===== src/rtl/bus_decode_mux.sv =====
// bus_decode_mux: decodes a CPU address into one of NumSlaves inclusive
// address windows, inserts the per-slave wait states and returns the read
// data of the selected slave. Unmapped accesses complete with DefaultData and
// an error pulse, and are tallied in a saturating counter alongside the most
// recent offending address.
//
// Handshake: an access is a single-cycle req_i strobe. It is accepted only in
// IDLE or RESP. A strobe seen in WAIT is dropped: it is not queued and gets no
// response. Each accepted access gets exactly one ready_o pulse, W+1 cycles
// after acceptance, where W is the wait count of the decoded slave (0 for
// unmapped). data_o is meaningful only while ready_o is high and reads as zero
// otherwise. A reset aborts any access in flight, and that access never
// receives a ready_o.
module bus_decode_mux #(
  parameter int NumSlaves = 4,
  parameter int address_width = 32,
  parameter int data_width = 32,
  parameter logic [NumSlaves*address_width-1:0] BaseAddrs =
    {32'h0000_3000, 32'h0000_2000, 32'h0000_1000, 32'h0000_0000},
  parameter logic [NumSlaves*address_width-1:0] EndAddrs =
    {32'h0000_3FFF, 32'h0000_2FFF, 32'h0000_1FFF, 32'h0000_0FFF},
  parameter logic [NumSlaves*2-1:0] WaitStates = {2'd0, 2'd3, 2'd1, 2'd0},
  parameter logic [data_width-1:0] DefaultData = 32'hDEAD_BEEF
) (
  input  logic                            clk_i,
  input  logic                            reset_i,
  input  logic [address_width-1:0]        address_i,
  input  logic                            req_i,
  input  logic                            we_i,
  input  logic [NumSlaves*data_width-1:0] slave_data_i,
  output logic [data_width-1:0]           data_o,
  output logic                            ready_o,
  output logic [NumSlaves-1:0]            sel_o,
  output logic                            err_o,
  output logic [15:0]                     err_count_o,
  output logic [address_width-1:0]        err_addr_o,
  output logic [1:0]                      state_o
);

  localparam int IdxW = (NumSlaves > 1) ? $clog2(NumSlaves) : 1;

  typedef enum logic [1:0] {
    S_IDLE = 2'd0,
    S_WAIT = 2'd1,
    S_RESP = 2'd2
  } state_t;

  state_t            state_q, state_d;
  logic [1:0]        cnt_q, cnt_d;
  logic [IdxW-1:0]   idx_q;
  logic              hit_q;
  logic              we_q;
  logic [15:0]       err_count_q;
  logic [address_width-1:0] err_addr_q;

  logic              dec_hit;
  logic [IdxW-1:0]   dec_idx;
  logic [1:0]        dec_wait;
  logic              accept;
  logic [data_width-1:0] rd_data;

  // Address decode: walk from the highest slot down so the lowest matching
  // index is the one left standing when windows overlap.
  always_comb begin
    dec_hit  = 1'b0;
    dec_idx  = '0;
    dec_wait = 2'd0;
    for (int i = NumSlaves - 1; i >= 0; i--) begin
      if (!(address_i < BaseAddrs[i*address_width +: address_width]) &&
          !(address_i > EndAddrs[i*address_width +: address_width])) begin
        dec_hit  = 1'b1;
        dec_idx  = IdxW'(i);
        dec_wait = WaitStates[i*2 +: 2];
      end
    end
  end

  // New access may be taken when idle or while finishing the previous one.
  assign accept = req_i && ((state_q == S_IDLE) || (state_q == S_RESP));

  // Next-state and wait-counter logic.
  always_comb begin
    state_d = state_q;
    cnt_d   = cnt_q;
    case (state_q)
      S_IDLE, S_RESP: begin
        if (req_i) begin
          cnt_d   = dec_wait;
          state_d = (dec_wait == 2'd0) ? S_RESP : S_WAIT;
        end else begin
          cnt_d   = 2'd0;
          state_d = S_IDLE;
        end
      end
      S_WAIT: begin
        // Counter holds the remaining wait cycles including this one.
        if (cnt_q <= 2'd1) begin
          cnt_d   = 2'd0;
          state_d = S_RESP;
        end else begin
          cnt_d = cnt_q - 2'd1;
        end
      end
      default: begin
        cnt_d   = 2'd0;
        state_d = S_IDLE;
      end
    endcase
  end

  // State register and wait counter.
  always_ff @(posedge clk_i) begin
    if (reset_i) begin
      state_q <= S_IDLE;
      cnt_q   <= 2'd0;
    end else begin
      state_q <= state_d;
      cnt_q   <= cnt_d;
    end
  end

  // Capture the decoded access attributes when an access is accepted.
  always_ff @(posedge clk_i) begin
    if (reset_i) begin
      idx_q <= '0;
      hit_q <= 1'b0;
      we_q  <= 1'b0;
    end else if (accept) begin
      idx_q <= dec_idx;
      hit_q <= dec_hit;
      we_q  <= we_i;
    end
  end

  // Unmapped-access bookkeeping: saturating count and last offending address.
  always_ff @(posedge clk_i) begin
    if (reset_i) begin
      err_count_q <= 16'd0;
      err_addr_q  <= '0;
    end else if (accept && !dec_hit) begin
      err_addr_q <= address_i;
      if (err_count_q != 16'hFFFF) begin
        err_count_q <= err_count_q + 16'd1;
      end
    end
  end

  // Read-data mux over the latched slave index.
  always_comb begin
    rd_data = '0;
    for (int i = 0; i < NumSlaves; i++) begin
      if (idx_q == IdxW'(i)) begin
        rd_data = slave_data_i[i*data_width +: data_width];
      end
    end
  end

  // Response outputs: select is held through WAIT and RESP, data only in RESP.
  always_comb begin
    ready_o = (state_q == S_RESP);
    err_o   = ready_o && !hit_q;
    sel_o   = '0;
    for (int i = 0; i < NumSlaves; i++) begin
      sel_o[i] = (state_q != S_IDLE) && hit_q && (idx_q == IdxW'(i));
    end
    data_o = '0;
    if (ready_o && !we_q) begin
      data_o = hit_q ? rd_data : DefaultData;
    end
  end

  assign err_count_o = err_count_q;
  assign err_addr_o  = err_addr_q;
  assign state_o     = state_q;

endmodule


===== config.mk =====
export PLATFORM = sky130hd
export DESIGN_NAME = bus_decode_mux
export DESIGN_NICKNAME = d
export VERILOG_FILES = /design/src/rtl/bus_decode_mux.sv
export SDC_FILE = /design/constraint.sdc
export NUM_CORES = 1
export LEC_CHECK = 0
export CORE_MARGIN = 3
export CORE_UTILIZATION = 35
export CTS_CLUSTER_DIAMETER = 100
export DETAILED_ROUTE_END_ITERATION = 10
export GPL_TIMING_DRIVEN = 0
export PLACE_DENSITY = 0.89
export SLEW_MARGIN = 25
export SYNTH_ARGS = -nofsm -noshare
export SYNTH_HDL_FRONTEND = slang
export SYNTH_SLANG_ARGS = --single-unit
export TNS_END_PERCENT = 1

===== constraint.sdc =====
create_clock -name clk_i -period 2.8 [get_ports clk_i]
set_clock_uncertainty 0.2 [all_clocks]
set_input_delay 0.7 -clock clk_i [delete_from_list [all_inputs] [get_ports clk_i]]
set_output_delay 0.7 -clock clk_i [all_outputs]
set_load 0.02 [all_outputs]

==> flow_summary.yaml <==
status:
  status: "finished, violations left"
  violations: "setup timing"
final_layout:
  num_antenna_cells: 0
  syn2layout_area_growth_pct: 81.1
  final_layout_size_suffix_gt1_share_pct: 18.8
  nets: 791
  fin_area_mm2: 0.00630
  nFillCells: 745
  instances_no_fill: 756
timing:
  fmax_mhz: 352
  setup_ws_ns: -0.0415
  worst_slew_pin_slew_ns: 0.530
  drv_slew: 0
  finalSetupViolations: 6
  slew_headroom_pct: 64.7
  period_share_pct: 101
  hold_ws_ns: 0.261
  rsz0062_at_grt: "yes"
  fin_crit_ns: 2.84
  hold_violations: 0
clocking:
  cts.sinks: 56
  numCtsBuffers: 5
  clock_path_buffers: 2
  clock_latency_ns: 0.31
  h-tree-depth: 2
  cts_tree: "built"
  clkSlewWorstSetupHoldPaths_ns: 0.09
  ctsRootBufferMaster: "clkbuf_8"
synthesis:
  yosys.area.top_type: "dfxtp_1"
  yosys.area.top_type_share_pct: 32.2
  ys_seq_area_share_pct: 32.2
  synth_cells: 369
  synth_area_mm2: 0.00348
  ys_seq_elements: 56
  syn-num-nets: 534
  synth_area_leaders: "dfxtp_1 (32%), mux4_2 (21%), mux2i_1 (8.1%)"
  ys_types: 40
  yosys_warnings: 0
  syn_area_per_cell_um2: 9.42
floorplan:
  fp.dieW_um: 106
  fp-row-count: 35
  io_pins: 252
  die_height_um: 106
  fp.coreArea_mm2: 0.00946
  start_util_pct: 36.8
  die_area_mm2: 0.0112
place:
  placement.cell_area_mm2: 0.00615
  dpl.cell_count: 749
  io_buffers: 251
  place_congestion: 0.952
  dp_hpwl_mm: 12.1
route:
  drt-initial-drc-count: 265
  drtAntennaViolNets: 0
  wl_met3_mm: 1.27
  drt-total-wl_mm: 14.6
  wl_per_cell_um: 19.3
  met2_length_mm: 7.61
  drc: 0
  via_per_inst: 5.31
  wl_met1_mm: 5.44
  top_layer: "met4"
  vias: 4014
  first_pass_iters: 4
min_path:
  worstHoldStart: "err_addr_o[28]"
  hp-class: "register to register"
  whs_path_depth: 2
  hold_path_end: "err_addr_o[28]"
pwr:
  seq_power_share_pct: 45.6
  p_per_area_mw_per_mm2: 295
  netSwitchingPower_mw: 0.509
  power_leakage_nw: 2.63
  p_total_mw: 1.86
  internal_power_mw: 1.35
  p_sw_share_pct: 27.4
  p_comb_share_pct: 30.3
  pwr-share-clk_pct: 24.2
  ir_worst_vdd_mv: 0.379
job:
  drv_cap: 0
setup_path:
  r2r-start: "err_count_o[0]"
  cp-start-kind: "input pin"
  crit_type: "input pin to output pin"
  worstPathArrival_ns: 1.94
  crit_required_ns: 1.90
  cp_max_fo: 1
  rr_endpoint: "err_count_o[3]"
  r2r_slack_ns: 0.51
  r2r_cells: 7
  cp-end-kind: "output pin"
global_routing:
  grtUsageTotal_pct: 24.9
  grt_pass1_vias: 4146
  grt-ovfl-total: 0
  grt_first_pass_wirelength_mm: 22.2
  antenna_found_initial: 0
  grt_max_degree: 18
cells in the final DEF (no fill, tap or decap), types with 11 or more instances in the layout:
cell             instances
buf_2                   25
mux2i_1                 28
nand3_1                 11
dfxtp_1                 51
a21oi_1                 47
nor2_1                  35
dlymetal6s2s_1          22
or4_1                   11
mux4_2                  32
nand2_1                 19
clkbuf_1                13
clkdlybuf4s50_1        193
inv_1                   24
critical path: stages:
cell and delay (ns):
clkdlybuf4s50_1 0.44, mux4_2 0.47, inv_1 0.07, a21oi_1 0.07, buf_2 0.19
cell families (layout without fill, tap and decap cells):
kind of cell / after synthesis / count (layout) / share of synthesized area, %
multiplexers: 61 / 61 / 29.1
buffers and inverters: 61 / 319 / 7.74
AND/OR/NAND/NOR: 119 / 119 / 18.1
XOR/XNOR: 1 / 1 / 0.252
flip-flops: 56 / 56 / 32.2
adder cells (fa/ha/maj): 1 / 1 / 0.360
AO/OA/AOI/OAI: 70 / 70 / 12.2
through the flow:
step                util (%)  setup WS (ns)  TNS, ns
floorplan                  -          0.141        0
global placement        65.0         -0.573   -22.36
detailed placement      65.0         -0.587   -26.08
CTS                     64.9        -0.0646   -0.370
global route            66.6        -0.0631    -1.11
finish                  66.6        -0.0415   -0.154
synth_stat cells:
cell,number
a211oi_1,1
a21oi_1,47
a221oi_1,1
a221oi_2,1
and3_1,11
buf_2,5
buf_4,3
buf_6,3
clkbuf_1,21
dfxtp_1,56
ha_1,1
inv_1,29
mux2_2,1
mux2i_1,28
mux4_2,32
nand2_1,19
nand2b_1,3
nand3_1,11
nand4_1,5
nand4b_1,1
nor2_1,35
nor2b_1,3
nor3_1,3
nor3b_1,3
nor4_1,5
o2111a_1,1
o21a_1,1
o21ai_0,4
o21ai_4,1
o21ba_2,1
o31ai_1,10
o41ai_1,2
or2_1,1
or2_2,1
or3_1,3
or3_4,1
or4_1,11
or4_4,1
or4b_2,2
xnor2_1,1
layer usage:
layer  vias to the layer above  global-route usage, %
li1                       1878                      -
met2                       196                   44.8
met5                         -                      0
met3                        22                   8.21
met1                      1918                   28.2
met4                         0                   6.38
layout make-up:
cell class | instances | area [um^2] | area share (%)
clock buffers | 6 | 72.6 | 1.15
multi-input cells | 252 | 2140 | 34.0
inverters | 29 | 109 | 1.73
clock inverters | 2 | 13.8 | 0.219
repair buffers | 253 | 2450 | 39.0
flip-flops and latches | 56 | 1130 | 17.9
plain buffers | 29 | 218 | 3.46
well taps | 129 | 161 | 2.56
registers in the layout, indices dropped and copies added (netlist names):
name         cells
we_q             1
hit_q            1
state_o          2
err_addr_o      32
cnt_q            2
idx_q            2
err_count_o     16
worst max-delay path by stage:
| stage | startpoint | endpoint | slack (ns) |
|---|---|---|---|
| after floorplan | state_o[1] | data_o[10] | 0.14 |
| after global placement | idx_q[1] | data_o[16] | -0.57 |
| after detailed placement | idx_q[1] | data_o[0] | -0.59 |
| after CTS | slave_data_i[118] | data_o[22] | -0.06 |
| after global routing | slave_data_i[13] | data_o[13] | -0.06 |
| final | slave_data_i[26] | data_o[26] | -0.04 |
timing repair:
| item | 4_1_cts | 5_1_grt |
|---|---|---|
| setup buffers | 0 | 2 |
| setup endpoints to repair | 36 | 73 |
| gates resized for setup | 163 | 49 |
| pin swaps | 0 | 3 |
| hold buffers | 0 | 0 |
power groups by stage:
stage / logic (mW) / clock network (mW) / registers [mW]
after floorplan: 0.168 / 0 / 0.899
after global placement: 0.560 / 0 / 0.862
after detailed placement: 0.577 / 0 / 0.864
after CTS: 0.559 / 0.455 / 0.845
after global routing: 0.596 / 0.489 / 0.850
final: 0.562 / 0.449 / 0.845
Note: power is estimated with default switching activity, not from simulation.
